### src/rtl/pixel_queue_pkg.sv
// Shared definitions for the pixel request queue: screen geometry,
// issue-FSM state encoding and the packed request format.
package pixel_queue_pkg;

  // Visible screen height; rows at or beyond this are discarded.
  localparam int unsigned SCREEN_LINES = 192;

  // Width of one packed request {y, x, rgb}.
  localparam int unsigned REQ_W = 24;

  // Issue FSM states.
  typedef enum logic [1:0] {
    ST_WAIT_CLEAR = 2'd0,
    ST_IDLE       = 2'd1,
    ST_PRESENT    = 2'd2,
    ST_WAIT_DONE  = 2'd3
  } state_e;

  // One pixel request as stored in the FIFO.
  typedef struct packed {
    logic [7:0] y;
    logic [7:0] x;
    logic [7:0] rgb;
  } pix_req_t;

  // True when the row lies on the visible screen.
  function automatic logic on_screen(input logic [7:0] y);
    return (y < 8'(SCREEN_LINES));
  endfunction

endpackage

### src/rtl/pixel_queue_if.sv
// Bus bundle between the CPU request side, the pixel queue and the
// pixel writer. The queue uses the slave view; a CPU/writer model uses
// the master view.
interface pixel_queue_if;

  // CPU request side
  logic       in_valid;
  logic       in_ready;
  logic [7:0] in_x;
  logic [7:0] in_y;
  logic [7:0] in_rgb;

  // Pixel writer side
  logic       clear_screen_done;
  logic       pixel_wr_done;
  logic       pixel_en;
  logic [7:0] pixel_x;
  logic [7:0] pixel_y;
  logic [7:0] pixel_rgb;

  modport slave (
    input  in_valid, in_x, in_y, in_rgb, clear_screen_done, pixel_wr_done,
    output in_ready, pixel_en, pixel_x, pixel_y, pixel_rgb
  );

  modport master (
    output in_valid, in_x, in_y, in_rgb, clear_screen_done, pixel_wr_done,
    input  in_ready, pixel_en, pixel_x, pixel_y, pixel_rgb
  );

endinterface

### src/rtl/pixel_fifo.sv
// Synchronous FIFO for packed pixel requests. Pointers wrap naturally at
// 2^DEPTH_LOG2; occupancy is tracked in a separate counter so that full
// and empty come straight from registers.
module pixel_fifo
  import pixel_queue_pkg::*;
#(
  parameter int unsigned DEPTH_LOG2 = 4,
  parameter int unsigned WIDTH      = REQ_W
) (
  input  logic                  clk,
  input  logic                  rst_n,
  input  logic                  push_i,
  input  logic [WIDTH-1:0]      wr_data_i,
  input  logic                  pop_i,
  output logic [WIDTH-1:0]      rd_data_o,
  output logic                  full_o,
  output logic                  empty_o,
  output logic [DEPTH_LOG2:0]   count_o
);

  localparam int unsigned           DEPTH     = 1 << DEPTH_LOG2;
  localparam logic [DEPTH_LOG2:0]   CNT_FULL  = (DEPTH_LOG2+1)'(DEPTH);
  localparam logic [DEPTH_LOG2:0]   CNT_ZERO  = (DEPTH_LOG2+1)'(0);
  localparam logic [DEPTH_LOG2:0]   CNT_ONE   = (DEPTH_LOG2+1)'(1);
  localparam logic [DEPTH_LOG2-1:0] PTR_ZERO  = DEPTH_LOG2'(0);
  localparam logic [DEPTH_LOG2-1:0] PTR_ONE   = DEPTH_LOG2'(1);

  logic [WIDTH-1:0]      mem_q [DEPTH];
  logic [DEPTH_LOG2-1:0] wr_ptr_q, wr_ptr_d;
  logic [DEPTH_LOG2-1:0] rd_ptr_q, rd_ptr_d;
  logic [DEPTH_LOG2:0]   count_q, count_d;
  logic                  do_push_s;
  logic                  do_pop_s;

  assign full_o    = (count_q == CNT_FULL);
  assign empty_o   = (count_q == CNT_ZERO);
  assign count_o   = count_q;
  assign rd_data_o = mem_q[rd_ptr_q];

  // Qualify requests against occupancy and compute next pointers/count.
  always_comb begin
    do_push_s = push_i && !full_o;
    do_pop_s  = pop_i && !empty_o;
    wr_ptr_d  = wr_ptr_q;
    rd_ptr_d  = rd_ptr_q;
    count_d   = count_q;
    if (do_push_s) begin
      wr_ptr_d = wr_ptr_q + PTR_ONE;
    end else begin
      wr_ptr_d = wr_ptr_q;
    end
    if (do_pop_s) begin
      rd_ptr_d = rd_ptr_q + PTR_ONE;
    end else begin
      rd_ptr_d = rd_ptr_q;
    end
    case ({do_push_s, do_pop_s})
      2'b10:   count_d = count_q + CNT_ONE;
      2'b01:   count_d = count_q - CNT_ONE;
      default: count_d = count_q;
    endcase
  end

  // Storage array; contents need no reset since empty masks them.
  always_ff @(posedge clk) begin
    if (do_push_s) begin
      mem_q[wr_ptr_q] <= wr_data_i;
    end
  end

  // Pointer and occupancy registers.
  always_ff @(posedge clk or negedge rst_n) begin
    if (!rst_n) begin
      wr_ptr_q <= PTR_ZERO;
      rd_ptr_q <= PTR_ZERO;
      count_q  <= CNT_ZERO;
    end else begin
      wr_ptr_q <= wr_ptr_d;
      rd_ptr_q <= rd_ptr_d;
      count_q  <= count_d;
    end
  end

endmodule

### src/rtl/pixel_queue.sv
// Pixel request queue: buffers CPU pixel writes, drops off-screen rows,
// and issues each pixel to the pixel writer with a level handshake.
// pixel_en is gated by pixel_wr_done so that the writer never sees the
// request still high on the edge where it returns to its accept state,
// and a completion only counts after pixel_en was seen high (WAIT_DONE),
// which filters out the writer's stale done level after screen clear.
module pixel_queue
  import pixel_queue_pkg::*;
#(
  parameter int unsigned DEPTH_LOG2 = 4
) (
  input  logic                clk,
  input  logic                rst_n,
  pixel_queue_if.slave        bus,
  output logic [DEPTH_LOG2:0] count_o,
  output logic                idle_o,
  output logic [7:0]          drop_count_o
);

  localparam logic [DEPTH_LOG2:0] CNT_ZERO = (DEPTH_LOG2+1)'(0);

  state_e              state_q;
  pix_req_t            out_q;
  logic [7:0]          drop_q, drop_d;

  pix_req_t            wr_data_s;
  logic [REQ_W-1:0]    rd_raw_s;
  pix_req_t            rd_data_s;
  logic                fifo_full_s;
  logic                fifo_empty_s;
  logic [DEPTH_LOG2:0] fifo_count_s;

  logic                accept_s;
  logic                push_s;
  logic                drop_s;
  logic                pop_s;
  logic                pixel_en_s;

  pixel_fifo #(
    .DEPTH_LOG2 (DEPTH_LOG2),
    .WIDTH      (REQ_W)
  ) u_fifo (
    .clk       (clk),
    .rst_n     (rst_n),
    .push_i    (push_s),
    .wr_data_i (wr_data_s),
    .pop_i     (pop_s),
    .rd_data_o (rd_raw_s),
    .full_o    (fifo_full_s),
    .empty_o   (fifo_empty_s),
    .count_o   (fifo_count_s)
  );

  assign rd_data_s     = pix_req_t'(rd_raw_s);

  // in_ready follows rst_n directly so it is low throughout reset.
  assign bus.in_ready  = !fifo_full_s && rst_n;
  assign bus.pixel_en  = pixel_en_s;
  assign bus.pixel_x   = out_q.x;
  assign bus.pixel_y   = out_q.y;
  assign bus.pixel_rgb = out_q.rgb;
  assign count_o       = fifo_count_s;
  assign idle_o        = (state_q == ST_IDLE) && (fifo_count_s == CNT_ZERO);
  assign drop_count_o  = drop_q;

  // Classify an accepted request as a FIFO push or an off-screen drop.
  always_comb begin
    accept_s      = bus.in_valid && bus.in_ready;
    wr_data_s     = '0;
    wr_data_s.y   = bus.in_y;
    wr_data_s.x   = bus.in_x;
    wr_data_s.rgb = bus.in_rgb;
    if (on_screen(bus.in_y)) begin
      push_s = accept_s;
      drop_s = 1'b0;
    end else begin
      push_s = 1'b0;
      drop_s = accept_s;
    end
  end

  // Request level to the writer, masked while the writer reports done.
  always_comb begin
    pixel_en_s = 1'b0;
    case (state_q)
      ST_PRESENT,
      ST_WAIT_DONE: pixel_en_s = !bus.pixel_wr_done;
      default:      pixel_en_s = 1'b0;
    endcase
  end

  // Pop the head when idle, or when the in-flight write completes.
  always_comb begin
    pop_s = 1'b0;
    case (state_q)
      ST_IDLE:      pop_s = !fifo_empty_s;
      ST_WAIT_DONE: pop_s = bus.pixel_wr_done && !fifo_empty_s;
      default:      pop_s = 1'b0;
    endcase
  end

  // Saturating count of discarded off-screen requests.
  always_comb begin
    if (drop_s && (drop_q != 8'hFF)) begin
      drop_d = drop_q + 8'd1;
    end else begin
      drop_d = drop_q;
    end
  end

  // Issue FSM together with the registered pixel data.
  always_ff @(posedge clk or negedge rst_n) begin
    if (!rst_n) begin
      state_q <= ST_WAIT_CLEAR;
      out_q   <= '0;
    end else begin
      case (state_q)
        ST_WAIT_CLEAR: begin
          if (bus.clear_screen_done) begin
            state_q <= ST_IDLE;
          end
        end
        ST_IDLE: begin
          if (!fifo_empty_s) begin
            out_q   <= rd_data_s;
            state_q <= ST_PRESENT;
          end
        end
        ST_PRESENT: begin
          if (pixel_en_s) begin
            state_q <= ST_WAIT_DONE;
          end
        end
        ST_WAIT_DONE: begin
          if (bus.pixel_wr_done) begin
            if (!fifo_empty_s) begin
              out_q   <= rd_data_s;
              state_q <= ST_PRESENT;
            end else begin
              state_q <= ST_IDLE;
            end
          end
        end
        default: begin
          state_q <= ST_WAIT_CLEAR;
        end
      endcase
    end
  end

  // Drop counter register.
  always_ff @(posedge clk or negedge rst_n) begin
    if (!rst_n) begin
      drop_q <= 8'd0;
    end else begin
      drop_q <= drop_d;
    end
  end

endmodule
### src/flat_wrapper.sv
// flat-port wrapper written by rule: the top's interface ports become plain ports
module pixel_queue_flat import pixel_queue_pkg::*;
#(
  parameter int unsigned DEPTH_LOG2 = 4
)
  (clk, rst_n, count_o, idle_o, drop_count_o, bus_in_valid, bus_in_x, bus_in_y, bus_in_rgb, bus_clear_screen_done, bus_pixel_wr_done, bus_in_ready, bus_pixel_en, bus_pixel_x, bus_pixel_y, bus_pixel_rgb);
  pixel_queue_if bus_i ();
  input  logic clk;
  input  logic rst_n;
  output logic [DEPTH_LOG2:0] count_o;
  output logic idle_o;
  output logic [7:0] drop_count_o;
  input wire logic [$bits(bus_i.in_valid)-1:0] bus_in_valid;
  input wire logic [$bits(bus_i.in_x)-1:0] bus_in_x;
  input wire logic [$bits(bus_i.in_y)-1:0] bus_in_y;
  input wire logic [$bits(bus_i.in_rgb)-1:0] bus_in_rgb;
  input wire logic [$bits(bus_i.clear_screen_done)-1:0] bus_clear_screen_done;
  input wire logic [$bits(bus_i.pixel_wr_done)-1:0] bus_pixel_wr_done;
  output wire logic [$bits(bus_i.in_ready)-1:0] bus_in_ready;
  output wire logic [$bits(bus_i.pixel_en)-1:0] bus_pixel_en;
  output wire logic [$bits(bus_i.pixel_x)-1:0] bus_pixel_x;
  output wire logic [$bits(bus_i.pixel_y)-1:0] bus_pixel_y;
  output wire logic [$bits(bus_i.pixel_rgb)-1:0] bus_pixel_rgb;
  assign bus_i.in_valid = bus_in_valid;
  assign bus_i.in_x = bus_in_x;
  assign bus_i.in_y = bus_in_y;
  assign bus_i.in_rgb = bus_in_rgb;
  assign bus_i.clear_screen_done = bus_clear_screen_done;
  assign bus_i.pixel_wr_done = bus_pixel_wr_done;
  assign bus_in_ready = bus_i.in_ready;
  assign bus_pixel_en = bus_i.pixel_en;
  assign bus_pixel_x = bus_i.pixel_x;
  assign bus_pixel_y = bus_i.pixel_y;
  assign bus_pixel_rgb = bus_i.pixel_rgb;
  pixel_queue #(.DEPTH_LOG2(DEPTH_LOG2)) u_core (.clk(clk), .rst_n(rst_n), .bus(bus_i), .count_o(count_o), .idle_o(idle_o), .drop_count_o(drop_count_o));
endmodule
### config.mk
export PLATFORM = sky130hd
export DESIGN_NAME = pixel_queue_flat
export DESIGN_NICKNAME = d
export VERILOG_FILES = /design/src/rtl/pixel_queue_pkg.sv /design/src/rtl/pixel_queue_if.sv /design/src/rtl/pixel_fifo.sv /design/src/rtl/pixel_queue.sv /design/src/flat_wrapper.sv
export SDC_FILE = /design/constraint.sdc
export NUM_CORES = 1
export LEC_CHECK = 0
export ABC_CLOCK_PERIOD_IN_PS = 3600
export CAP_MARGIN = 20
export CORE_ASPECT_RATIO = 0.8
export CORE_MARGIN = 3
export CORE_UTILIZATION = 45
export CTS_CLUSTER_SIZE = 8
export DETAILED_ROUTE_END_ITERATION = 12
export GPL_TIMING_DRIVEN = 0
export PLACE_DENSITY = 0.64
export RECOVER_POWER = 100
export SETUP_SLACK_MARGIN = 0.5
export SLEW_MARGIN = 20
export SYNTH_ARGS = -nofsm -noshare
export SYNTH_HDL_FRONTEND = slang
export SYNTH_SLANG_ARGS = --single-unit
### constraint.sdc
create_clock -name clk -period 3.6 [get_ports clk]
set_clock_uncertainty 0.1 [all_clocks]
set_input_delay 0.36 -clock clk [delete_from_list [all_inputs] [get_ports clk]]
set_output_delay 0.36 -clock clk [all_outputs]
set_load 0.02 [all_outputs]
Word-level counts from Yosys, hierarchy flattened. Memories as Yosys holds them, arrays and structs flattened. Cells that the tools add are included.

Output and inout bits: 40. Word-level logic and storage cells: 59. RAM bits: 384. Memories kept: 1. Flip-flop bits (word level): 47.

Memory list: u_core.u_fifo.mem_q (words 16, bits a word 24, rd ports 1, clocked after memory_dff 0, wr ports 1, line pixel_fifo.sv:28) `logic [WIDTH-1:0] mem_q [DEPTH];`.

Eq/ne operators: 11. $lt $le $gt $ge: 1. Add/subtract/negate cells: 5. Mux-type cells: 16. Reduce and logical (&&, ||, !) cells: 17.

Operator list (number): two-way mux 24 bit (2); one-hot mux 24 bit (2 select lines) (1); two-way mux 2 bit (5); one-hot mux 5 bit (2 select lines) (1); adder 4 x 1 -> 4 bit (second input constant) (2); adder 8 x 1 -> 8 bit (second input constant) (1); less-than comparator 8 bit (second input constant) (1); != test 2 bit (second input constant) (4); != test 8 bit (second input constant) (1); one-hot mux 2 bit (4 select lines) (1); logical AND 1 bit (7); == test 2 bit (second input constant) (3); adder 5 x 1 -> 5 bit (second input constant) (1); == test 5 bit (second input constant) (1); zero test 5 bit (1); two-way mux 1 bit (5); subtractor 5 x 1 -> 5 bit (second input constant) (1); == test 2 x 1 -> 1 bit (second input constant) (2); AND reduction 4 bit (1); nonzero test 2 bit (2); zero test 1 bit (3); zero test 2 bit (1); one-hot mux 1 bit (2 select lines) (1); AND reduction 2 bit (1); OR reduction 2 bit (1).

Longest topological paths before layout.
Word-level depth: 8. Gate-level depth with buffers: 12.

Cells and area by module. From an unflattened synthesis, not the netlist that was laid out.

Cell total of the unflattened synthesis: 885. Area, all modules: 17187.7 sq um.

Modules (own cells, without submodules): pixel_fifo (times used 1, cells an instance 784, area an instance 15711.3 sq um); pixel_queue (times used 1, cells an instance 101, area an instance 1476.4 sq um).

Least setup slack after synthesis. OpenSTA, ideal clock, no wires.

Path type: register -> register. Start: reg u_core.u_fifo.count_q[0], in the netlist u_core.u_fifo.count_o[0]. End: mem u_core.u_fifo.mem_q[3][0] in the netlist's numbering (enable). Stages on the path, launching flop included: 6. Setup slack: 0.051 ns. Required time: 3.065 ns. Data arrival time: 3.014 ns. Path buffers: 0. Setup time: 0.435 ns. Path through: dfrtp_1 -> nor4_4 -> a21oi_1 -> a21boi_4 -> nand2_1 -> nor3_1.

Cells in the longest elaborated chain, start to end: 8.

Ends and longest elaborated chain: from (decl) (line pixel_fifo.sv:31) `logic [DEPTH_LOG2:0] count_q, count_d;`; from (signal assigned) (line pixel_fifo.sv:80) `count_q <= count_d;`; == test 5 bit (*) (line pixel_fifo.sv:35) `assign full_o = (count_q == CNT_FULL);`; zero test 1 bit (*) (line pixel_fifo.sv:42, pixel_queue.sv:57); logical AND 1 bit (line pixel_queue.sv:57) `assign bus.in_ready = !fifo_full_s && rst_n;`; logical AND 1 bit (line pixel_queue.sv:68) `accept_s = bus.in_valid && bus.in_ready;`; two-way mux 1 bit (line pixel_queue.sv:73) `if (on_screen(bus.in_y)) begin`; logical AND 1 bit (*) (line pixel_fifo.sv:42) `do_push_s = push_i && !full_o;`; two-way mux 1 bit (*) (line pixel_fifo.sv:66) `if (do_push_s) begin`; two-way mux 1 bit (implied by the code) (*) (line pixel_fifo.sv:67) `mem_q[wr_ptr_q] <= wr_data_i;`; to (decl) (line pixel_fifo.sv:28).

Mark *: on every way between the ends. The rest lies on a longest branch, timed or not.

Worst setup path after layout.
Start: reg u_core.u_fifo.count_q[0], in the netlist u_core.u_fifo.count_o[0]. End: reg u_core.u_fifo.count_q[4], in the netlist u_core.u_fifo.count_o[4].

Elaborated cells between the ends (all ways): 17. Classes of those cells: add/sub (2); eq/ne (3); mux (3); reduce/logical (9).

RTL lines: zero test 5 bit (*) (line pixel_fifo.sv:36) `assign empty_o = (count_q == CNT_ZERO);`; zero test 1 bit (*) (line pixel_fifo.sv:43, pixel_queue.sv:96, pixel_queue.sv:97); logical AND 1 bit (line pixel_queue.sv:97) `ST_WAIT_DONE: pop_s = bus.pixel_wr_done && !fifo_empty_s;`; one-hot mux 1 bit (2 select lines) (line pixel_queue.sv:95) `case (state_q)`; logical AND 1 bit (*) (line pixel_fifo.sv:43) `do_pop_s = pop_i && !empty_o;`; via u_core.u_fifo.do_pop_s (line pixel_fifo.sv:33) `logic do_pop_s;`; == test 2 x 1 -> 1 bit or == test 2 bit (tied branches) (line pixel_fifo.sv:57) `case ({do_push_s, do_pop_s})`; one-hot mux 5 bit (2 select lines) or nonzero test 2 bit (tied branches).

The timed path passes the listed nets; every way through them passes the cells marked *. A chain may end at the register's enable or synchronous reset.

==> results.ini <==
[routing]
firstDrtPassIters=5
drt_iter0_markers=833
drc=0
avgRoutedWirePerCell_um=25.3
avgViaCountPerCell=5.65
vias=8272
routed_wl_mm=37.1
ant_nets=0

[yosys]
synthesis.area_mm2=0.0166
async_flop_share=0.109
netlist.area_leader.share=0.697
synth-edff-count=384
ys_seq_area_frac=0.768
yosysTopAreaCell=edfxtp_1
syn-mean-instance-area_um2=21.3
synth_nets=816
synth_area_leaders=edfxtp_1 70%, mux4_2 13%, dfrtp_1 7.1%
syn_inst=776
yosysUniqueCellTypes=37
yosys_warnings=0
synth_flop_cell=edfxtp_1
ys_ff_latch=431

[sta]
fin_crit_ps=3180
relSlewSlack=0.193
finalCritPeriodShare=0.885
worst_slew_pin_slew_ps=1210
fmax_ghz=0.314
rsz0062_at_grt=true
finalHoldViolCount=0
finalSetupViolations=0
maxSlewViolCount=0

[layout]
syn2layout_area_growth_pct=21.0
fin_cells=1463
layout_commonest_cell=edfxtp_1
final_cell_mix=384 x edfxtp_1, 96 x mux4_2, 74 x clkbuf_1
fin_nets=975
fillers=2757
drive_above_1_share=0.246

[critical_path]
arrival_ps=3540
crit_path_end=u_core.u_fifo.count_o[4]
crit_fanout=10
max_stage_delay_ps=460
cp.required_ps=3950
critPathBufInv=3
worstSetupStartpointType=register
path_cells=nor4_4, clkbuf_1, a211oi_1, buf_4, ha_1, inv_1, fa_1, nor2b_1, o21ai_1, nand3_1, or3b_1, xnor2_1
worstSetupEndpointType=register
crit_cells=12
startpoint=u_core.u_fifo.count_o[0]
r2r_setup_slack_ps=420
slowest_stage=dfrtp_1
r2r-start=u_core.u_fifo.count_o[0]
worstReg2RegEnd=u_core.u_fifo.count_o[4]
crit_family=adder cells
setup.worst_path.class=register to register
r2r_cells=12

[run_status]
status=complete, no violations

[global_route]
grt_pass1_vias=8550
grt_pass1_wl_mm=55.7
antenna_found_initial=1
grt_usage=0.198
grt-ovfl-total=0
grt_max_degree=40

[power_and_ir_drop]
power_density_mw_per_mm2=780
power_mw=15.6
power.leakage_nw=6.56
ir_drop_uv=395

[place]
place_congestion=0.719
place_hpwl_mm=22.8
port_buffers=68
dp.cells=1345

[clocking]
cts_num_sinks=431
htree_levels=2
tritoncts=done
clk_pin_slew_ps=50
clockBufferDepth=3
cts_root_buf=clkbuf_16
clk_latency_ps=580
cts_buffers=59

[die]
start_util=0.459
die_y_um=178
die_area_mm2=0.0391
num_io_pins=69
rows=62
coreArea_mm2=0.0361
die_w_um=220

[min_path]
worstHoldPathType=input pin to async pin

[job]
drv_cap=0

==> sequential cells by signal, indices dropped and copies added, names as in the netlist <==
register                count
u_core.bus.pixel_rgb        8
u_core.bus.pixel_x          8
u_core.bus.pixel_y          8
u_core.drop_count_o         8
u_core.state_q              2
u_core.u_fifo.count_o       5
u_core.u_fifo.mem_q       384
u_core.u_fifo.rd_ptr_q      4
u_core.u_fifo.wr_ptr_q      4
==> Yosys cell counts, types with 2 or more instances <==
library cell / n
a21o_1: 2
a21oi_1: 29
buf_1: 2
buf_2: 11
buf_4: 3
buf_6: 7
clkbuf_1: 18
dfrtp_1: 47
edfxtp_1: 384
ha_1: 10
inv_1: 10
mux2_2: 25
mux4_2: 96
nand2_1: 14
nand2b_1: 3
nand3_1: 5
nand4_1: 3
nor2_1: 15
nor2b_1: 2
nor3_1: 8
o21ai_0: 2
o21ai_1: 2
o22ai_1: 49
xnor2_1: 8
xor2_1: 9
==> per-layer routing <==
metal,vias to the layer above,part of all wire,track usage
met5,-,0,0
met4,0,0.021,0.0566
met3,62,0.064,0.0354
met2,322,0.47,0.303
met1,4327,0.45,0.295
li1,3561,-,-
==> worst min path at each step <==
stage	end	slack [ps]	cells after the start
6_report	u_core.bus.pixel_rgb[0]	70	2
3_5_place_dp	u_core.bus.pixel_y[3]	120	1
3_3_place_gp	u_core.drop_count_o[6]	380	1
2_1_floorplan	u_core.bus.pixel_rgb[0]	-40	0
4_1_cts	u_core.bus.pixel_rgb[1]	50	2
5_1_grt	u_core.bus.pixel_y[4]	70	2
==> layout make-up <==
| class | instances | area (um^2) | area share |
|---|---|---|---|
| Inverter | 11 | 41.3 | 0.00206 |
| Clock inverter | 1 | 8.76 | 0.000437 |
| Timing Repair Buffer | 98 | 1160 | 0.0578 |
| Tap cell | 480 | 601 | 0.0300 |
| Buffer | 41 | 234 | 0.0117 |
| Sequential cell | 431 | 12700 | 0.634 |
| Clock buffer | 107 | 1660 | 0.0827 |
| Antenna cell | 1 | 2.50 | 0.000125 |
| Multi-Input combinational cell | 293 | 3620 | 0.181 |
==> per-stage QoR <==
step	setup TNS, ps	area [um^2]	setup WS (ps)	hold slack, ps	utilization
floorplan	0	16600	579	-35.6	-
global placement	-1179710	17900	-3210	382	0.495
detailed placement	-538	18500	-497	122	0.512
CTS	0	20200	529	54.1	0.560
global route	0	20000	237	72.9	0.555
finish	0	20000	415	74.4	0.555
==> power breakdown <==
group          switching [mW]  internal [mW]
registers               0.239           5.87
logic                    2.44           2.07
clock network            1.95           3.05
total                    4.63           11.0
==> logic make-up after synthesis <==
logic type,count (synthesis),share of synthesized area
compound gates,88,0.0331
xor+xnor,17,0.00900
fa+ha+maj,11,0.00877
buf+inv,52,0.0165
flops,431,0.768
mux,123,0.149
simple gates,54,0.0161
==> what timing repair did <==
item | in CTS | in global routing
endpoints found under the setup margin | 3 | 2
pin swaps | 2 | 1
hold endpoints to repair | 47 | 0
setup buffers | 4 | 3
gates resized for setup | 2 | 4
hold buffers | 2 | 0
Note: power is estimated with default switching activity, not from simulation.
